$ cat src/rtl/alu_pkg.sv
// Shared definitions for the ALU and its two-port sequencing arbiter.
// Latency: n/a (types and constants only).
// Backpressure: n/a.
package alu_pkg;

    localparam int DATA_W = 32;

    localparam logic [2:0] OP_AND  = 3'd0;
    localparam logic [2:0] OP_OR   = 3'd1;
    localparam logic [2:0] OP_NAND = 3'd2;
    localparam logic [2:0] OP_NOR  = 3'd3;
    localparam logic [2:0] OP_ADD  = 3'd4;
    localparam logic [2:0] OP_SUB  = 3'd5;
    localparam logic [2:0] OP_MUL  = 3'd6;
    localparam logic [2:0] OP_ILL  = 3'd7;

    typedef enum logic [1:0] {
        IDLE = 2'd0,
        EXEC = 2'd1,
        DONE = 2'd2
    } state_t;

endpackage

$ cat src/rtl/alu.sv
// Combinational 32-bit ALU: AND/OR/NAND/NOR/ADD/SUB/MUL, illegal opcode yields 0.
// Latency: purely combinational, zero cycles.
// Backpressure: none; output follows inputs.
module alu
    import alu_pkg::*;
(
    input  logic [DATA_W-1:0] a,
    input  logic [DATA_W-1:0] b,
    input  logic [2:0]        f,
    output logic [DATA_W-1:0] y
);

    // Opcode decode; add/sub wrap and mul keeps the low word.
    always_comb begin
        y = '0;
        case (f)
            OP_AND:  y = a & b;
            OP_OR:   y = a | b;
            OP_NAND: y = ~(a & b);
            OP_NOR:  y = ~(a | b);
            OP_ADD:  y = a + b;
            OP_SUB:  y = a - b;
            OP_MUL:  y = a * b;
            default: y = '0;
        endcase
    end

endmodule

$ cat src/rtl/alu_arbiter.sv
// Round-robin two-requester front end that owns the single shared ALU instance.
// Latency: grant in cycle T, registered result with out_valid in cycle T+2.
// Backpressure: result held in DONE until out_ready; no new grant until then.
// Optional build macro ALU_ARB_ERR_CHK_EN: flags opcode 7 with out_err=1 and out_y=0.
module alu_arbiter
    import alu_pkg::*;
(
    input  logic              clk,
    input  logic              rst,
    input  logic              r0_valid,
    output logic              r0_ready,
    input  logic [DATA_W-1:0] r0_a,
    input  logic [DATA_W-1:0] r0_b,
    input  logic [2:0]        r0_f,
    input  logic              r1_valid,
    output logic              r1_ready,
    input  logic [DATA_W-1:0] r1_a,
    input  logic [DATA_W-1:0] r1_b,
    input  logic [2:0]        r1_f,
    output logic              out_valid,
    input  logic              out_ready,
    output logic [DATA_W-1:0] out_y,
    output logic              out_id,
    output logic              out_err
);

    state_t            state_q;
    state_t            state_d;
    logic              last_grant_q;
    logic              grant_vld;
    logic              grant_id;
    logic [DATA_W-1:0] a_q;
    logic [DATA_W-1:0] b_q;
    logic [2:0]        f_q;
    logic              id_q;
    logic [DATA_W-1:0] y_q;
    logic              res_id_q;
    logic              err_q;
    logic [DATA_W-1:0] alu_y;
    logic [DATA_W-1:0] res_y;
    logic              res_err;

    alu u_alu (
        .a (a_q),
        .b (b_q),
        .f (f_q),
        .y (alu_y)
    );

`ifdef ALU_ARB_ERR_CHK_EN
    // Illegal opcode suppresses the ALU output and raises the error flag.
    assign res_err = (f_q == OP_ILL);
    assign res_y   = res_err ? '0 : alu_y;
`else
    assign res_err = 1'b0;
    assign res_y   = alu_y;
`endif

    // Next-state, grant and handshake outputs; grants are suppressed while rst is high
    // so no request is acknowledged and then discarded by the reset.
    always_comb begin
        state_d   = state_q;
        r0_ready  = 1'b0;
        r1_ready  = 1'b0;
        out_valid = 1'b0;
        grant_vld = 1'b0;
        grant_id  = 1'b0;
        case (state_q)
            IDLE: begin
                if (!rst && (r0_valid || r1_valid)) begin
                    grant_vld = 1'b1;
                    // Contention goes to whoever did not win last; otherwise the lone requester.
                    if (r0_valid && r1_valid) grant_id = ~last_grant_q;
                    else                      grant_id = r1_valid;
                    r0_ready = ~grant_id;
                    r1_ready = grant_id;
                    state_d  = EXEC;
                end
            end
            EXEC: state_d = DONE;
            DONE: begin
                out_valid = 1'b1;
                if (out_ready) state_d = IDLE;
            end
            default: state_d = IDLE;
        endcase
    end

    // FSM state register.
    always_ff @(posedge clk) begin
        if (rst) state_q <= IDLE;
        else     state_q <= state_d;
    end

    // Operand latch on grant, result capture in EXEC; reset drops any in-flight result.
    always_ff @(posedge clk) begin
        if (rst) begin
            last_grant_q <= 1'b1;
            a_q          <= '0;
            b_q          <= '0;
            f_q          <= OP_AND;
            id_q         <= 1'b0;
            y_q          <= '0;
            res_id_q     <= 1'b0;
            err_q        <= 1'b0;
        end else begin
            if (grant_vld) begin
                last_grant_q <= grant_id;
                id_q         <= grant_id;
                a_q          <= grant_id ? r1_a : r0_a;
                b_q          <= grant_id ? r1_b : r0_b;
                f_q          <= grant_id ? r1_f : r0_f;
            end
            if (state_q == EXEC) begin
                y_q      <= res_y;
                res_id_q <= id_q;
                err_q    <= res_err;
            end
        end
    end

    assign out_y   = y_q;
    assign out_id  = res_id_q;
    assign out_err = err_q;

endmodule

$ cat config.mk
export PLATFORM = sky130hd
export DESIGN_NAME = alu_arbiter
export DESIGN_NICKNAME = d
export VERILOG_FILES = /design/src/rtl/alu_pkg.sv /design/src/rtl/alu.sv /design/src/rtl/alu_arbiter.sv
export SDC_FILE = /design/constraint.sdc
export NUM_CORES = 2
export LEC_CHECK = 0
export CAP_MARGIN = 20
export CORE_MARGIN = 1.5
export CORE_UTILIZATION = 56
export DETAILED_ROUTE_END_ITERATION = 12
export PLACE_DENSITY = 0.77
export RECOVER_POWER = 50
export SYNTH_ARGS = -nofsm -noshare
export SYNTH_HDL_FRONTEND = slang
export SYNTH_SLANG_ARGS = --single-unit
$ cat constraint.sdc
create_clock -name clk -period 11.8 [get_ports clk]
set_input_delay 2.95 -clock clk [delete_from_list [all_inputs] [get_ports clk]]
set_output_delay 2.95 -clock clk [all_outputs]
set_load 0.01 [all_outputs]
## After elaboration in Yosys (flattened, before gate mapping)

Cells that the tools add are included.

- Register bits after elaboration: 104
- Word-level logic and storage cells: 51

- $add $sub $neg: 2
- $mul: 1
- Eq/ne operators: 10
- Multiplexer cells: 17
- Bitwise gates (word level): 6
- Reductions and logical operators: 7

Operator list:

| kind | count |
|---|---|
| 32-bit case mux with 7 select lines | 1 |
| 32-bit 2-to-1 mux | 2 |
| 32-bit NOT | 2 |
| 32-bit adder | 1 |
| 32-bit bitwise AND | 1 |
| 32-bit by 32-bit multiplier with 32-bit output | 1 |
| 32-bit bitwise OR | 1 |
| 32-bit subtractor | 1 |
| 1-bit 2-to-1 mux | 10 |
| 3-bit equality test, second input constant | 3 |
| 3-bit by 2-bit equality test with 1-bit output, second input constant | 2 |
| 2-bit case mux with 3 select lines | 1 |
| 2-bit 2-to-1 mux | 2 |
| 2-bit inequality test, second input constant | 2 |
| 3-bit by 1-bit equality test with 1-bit output, second input constant | 1 |
| 3-bit logical NOT | 1 |
| 3-bit 2-to-1 mux | 1 |
| 2-bit by 1-bit equality test with 1-bit output, second input constant | 1 |
| 2-bit equality test, second input constant | 1 |
| 1-bit logical AND | 2 |
| 2-bit logical NOT | 1 |
| 1-bit NOT | 2 |
| 2-bit AND reduction | 1 |
| 1-bit logical NOT | 1 |
| 1-bit logical OR | 1 |

## Depth between registers and ports, before layout

- Depth in word-level cells: 7
- Mapped depth: 28
- Depth with buffers taken out: 25

## By module

Synthesis repeated with hierarchy kept, for this count alone.

- Cell total of the unflattened synthesis: 2781
- Area total of the unflattened synthesis: 23521.3 sq um

Modules (own cells, without submodules):

| module | instances | cells each | area an instance (sq um) |
|---|---|---|---|
| alu | 1 | 2233 | 19137.1 |
| alu_arbiter | 1 | 548 | 4384.2 |

## Worst setup path after synthesis

OpenSTA, ideal clock, no wires.

- Kind: input to output
- Start: input r1_valid
- End: output r0_ready
- Data arrival time: 4.339 ns
- Data required time: 8.850 ns
- Slack: 4.511 ns
- Stages: 5
- Cells stage by stage: a21boi_0 -> clkbuf_1 -> buf_1 -> buf_1 -> nor2_1

- Cells in the longest elaborated chain, start to end: 7

RTL lines:

| what | RTL line | text |
|---|---|---|
| from (decl) | alu_arbiter.sv:15 | `input logic r1_valid,` |
| 1-bit logical AND | alu_arbiter.sv:73 | `if (r0_valid && r1_valid) grant_id = ~last_grant_q;` |
| 1-bit 2-to-1 mux | alu_arbiter.sv:73 |  |
| 1-bit 2-to-1 mux | alu_arbiter.sv:70 | `if (!rst && (r0_valid \|\| r1_valid)) begin` |
| 1-bit 2-to-1 mux | alu_arbiter.sv:68 | `case (state_q)` |
| 1-bit NOT | alu_arbiter.sv:75 | `r0_ready = ~grant_id;` |
| 1-bit 2-to-1 mux * | alu_arbiter.sv:70 |  |
| 1-bit 2-to-1 mux * | alu_arbiter.sv:68 |  |
| to (decl) | alu_arbiter.sv:11 | `output logic r0_ready,` |

Mark *: on every way between the ends. The rest lies on a longest branch, timed or not. The select of a mux whose other input is x is not followed.

## Worst setup path after layout

- Start: register a_q[9]
- End: register y_q[31] (netlist: out_y[31])

- Cells in the longest elaborated chain, start to end: 2

RTL lines:

| what | RTL line | text |
|---|---|---|
| from (decl) | alu_arbiter.sv:32 | `logic [DATA_W-1:0] a_q;` |
| from (signal assigned) | alu_arbiter.sv:110 | `a_q <= grant_id ? r1_a : r0_a;` |
| 32-bit by 32-bit multiplier with 32-bit output (tied with other cells) | alu.sv:23 | `OP_MUL: y = a * b;` |
| 32-bit case mux with 7 select lines * | alu.sv:16 | `case (f)` |
| to (signal assigned) | alu_arbiter.sv:115 | `y_q <= res_y;` |
| to (decl) | alu_arbiter.sv:36 | `logic [DATA_W-1:0] y_q;` |

Mark *: on every way between the ends. The rest lies on a longest branch, timed or not.
A chain may end at the register's enable or synchronous reset.

==> results.ini <==
[setup_path]
cp_slowest_stage_delay_ns=0.69
path_max_fanout=15
worstPathArrival_ns=8.42
cpMostUsedCell=fa_1
crit_type=register to register
critPathSlowestCell=dfxtp_1
critPathRequiredTime_ns=12.07
critPathLaunchType=register
setup.worst_path.start=a_q[9]
path_cells=buf_4, and2_1, fa_1, fa_1, inv_1, fa_1, fa_1, fa_1, inv_1, fa_1, fa_1, fa_1, ha_1, and3_1, nand2_1, or4_1, a311oi_1, o21ai_0, a21oi_1, nor3_1, o31a_1
cp-end-kind=register
rr_startpoint=a_q[9]

[sta]
period_share=0.6907
period_needed_ns=8.150
timing.final.max_slew_violations=124
setup_viol=0
worst_slew_pin_slew_ns=3.498
rsz0062_at_grt=no
fin_tns_setup_ns=0
finalHoldViolations=0
relSlewSlack=-1.332
max_freq_ghz=0.1227
clock_skew_ns=0.02033

[floorplan]
dieWidth_um=207.8
start_util=0.5713
ios=176
die_h_um=207.8
rows=74
dieArea_sq_mm=0.04317
coreArea_sq_mm=0.04111

[min_path]
hold_path.class=register to register
hold_path.startpoint=out_y[4]

[route]
routed_via_density=5.970
routed_wl_um=71990
drt_iter0_drc=1833
vias=19665
ant_nets=0
dr.pass1.iters=8
routedWlPerCell_um=21.86
drc=0

[clock_network]
cts_setup_buffers=0
clock-sinks=104
clk_latency_ns=0.39
cts_buffer_depth=2
htree_levels=3
clk_pin_slew_ns=0.10
cts_hold_buffers=0
clockRootBuffer=clkbuf_16
cts-buffers-inserted=9
cts_tree=done
cts_resized=0

[finish]
final_common_cell=fa_1
areaGrowthSynthToFinish_pct=10.37
fin_nets=3461
final_cell_area_sq_mm=0.02592
drive_above_1_share=0.03260
regArea_sq_mm=0.002088
fillers=3526
multiInputGateArea_sq_mm=0.01921
layout_common_cells=409 x fa_1, 395 x inv_1, 317 x and2_1, 277 x nand2_1, 157 x ha_1
final_cells=3294

[logic_synthesis]
synth_area_leaders=fa_1 35%, dfxtp_1 8.9%, and2_1 8.4%
syn_nets=3408
async_reset_ff_frac=0
yosys.area.top_type_share=0.3487
synth_area_sq_mm=0.02348
synth_warnings=0
syn_inst=2703
synth_seq_area_share=0.08866
avgSynthCellArea_sq_um=8.688
synth_edf_count=0
ys.flop_type=dfxtp_1
synth-seq-cells=104
yosysTopAreaCell=fa_1
synth_cell_type_count=71

[global_route]
grt_overflow=0
grt_usage=0.3427
grt_start_max_net_pins=123
grt_pass1_vias=20946
antenna_found_initial=3
grt_pass1_wl_um=114700

[placed_design]
dp.cells=3275
routabilityCongestion=0.9829
dp_hpwl_um=55080
placed_cell_area_sq_mm=0.02557
portBuffers=174

[power]
ir_drop_uv=82.59
p_leak_nw=12.05
powerDensity_mw_per_mm2=98.62

[flow_run]
cap_violations=2

[status]
status=complete, but fails checks
violations=capacitance limit, slew limit

[routing by layer]
layer  global-route usage  part of all wire  vias up
li1                     -                 -     8605
met1               0.4292              0.38     9750
met2               0.5746              0.48     1074
met3              0.06505             0.097      236
met4               0.1571             0.052        0
met5                    0                 0        -
[per-stage QoR]
stage / util / hold slack [ns] / power (mW) / worst slack [ns]
finish: 0.6305 / 0.4580 / 2.556 / 3.650
global route: 0.6304 / 0.4948 / 2.723 / 3.453
CTS: 0.6299 / 0.4621 / 2.523 / 3.854
detailed placement: 0.6220 / 0.4506 / 2.182 / 3.887
global placement: 0.6220 / 0.4423 / 2.137 / 3.921
floorplan: - / 0.4306 / 1.625 / 4.511
[worst paths after layout]
kind | to | slack [ns] | cells past startpoint
setup / recovery | out_y[31] | 3.65 | 21
hold / removal | out_y[4] | 0.46 | 2
setup reg to reg | out_y[31] | 3.65 | 21
hold reg to reg | out_y[4] | 0.46 | 2
[cells by family (layout without fill, tap and decap cells)]
kind of cell | count (synthesis) | in the layout | synth area share
fa+ha+maj | 594 | 594 | 0.4442
mux | 77 | 77 | 0.03293
flops | 104 | 104 | 0.08866
other cells | 1 | 2 | 0.0001597
compound gates | 352 | 352 | 0.1002
xor+xnor | 162 | 162 | 0.06100
buf+inv | 581 | 639 | 0.09393
simple gates | 832 | 832 | 0.1789
[power breakdown]
part / switching, mW / total (mW) / internal [mW]
sequential: 0.0874 / 0.470 / 0.383
combinational: 1.03 / 1.75 / 0.718
clock: 0.178 / 0.335 / 0.157
[synth_stat cells, drive strengths merged, types with 3 or more instances]
library cell,count
or3,5
nor3,19
and2,318
a22oi,11
o22ai,12
mux2i,75
o221ai,7
inv,396
o41a,3
o31ai,15
and3,8
a21o,22
nor2b,15
nand2b,13
xor2,48
xnor2,113
nand3,14
nand4,3
nor4,6
a21oi,72
o41ai,4
a31oi,10
nor2,138
o21ai,65
ha,157
buf,25
fa,409
o21bai,8
nand2,277
a311oi,3
a211oi,76
a221oi,9
maj3,28
o31a,6
or2,3
clkbuf,160
dfxtp,104
or4,7
o21a,12
o211ai,3
[layout make-up]
| type | count | share of cell area |
|---|---|---|
| inverters | 396 | 0.05740 |
| multi-input cells | 2018 | 0.7410 |
| clock inverters | 7 | 0.003910 |
| flip-flops and latches | 104 | 0.08057 |
| well taps | 532 | 0.02568 |
| diodes | 1 | 0.00009654 |
| repair buffers | 227 | 0.08264 |
| clock buffers | 9 | 0.008689 |
[worst max-delay path, delay by kind of cell, from the launching register on]
kind	cells	cell delay [ns]
simple gates	5	1.13
fa+ha+maj	9	4.28
buf+inv	3	0.47
compound gates	4	1.43
flops	1	0.69
[sequential cells by signal, indices dropped and copies added, names as in the netlist]
name / cells
last_grant_q: 1
id_q: 1
state_q: 2
f_q: 3
a_q: 32
b_q: 32
out_y: 32
out_id: 1
No activity file was read; power rests on OpenSTA's default activity.
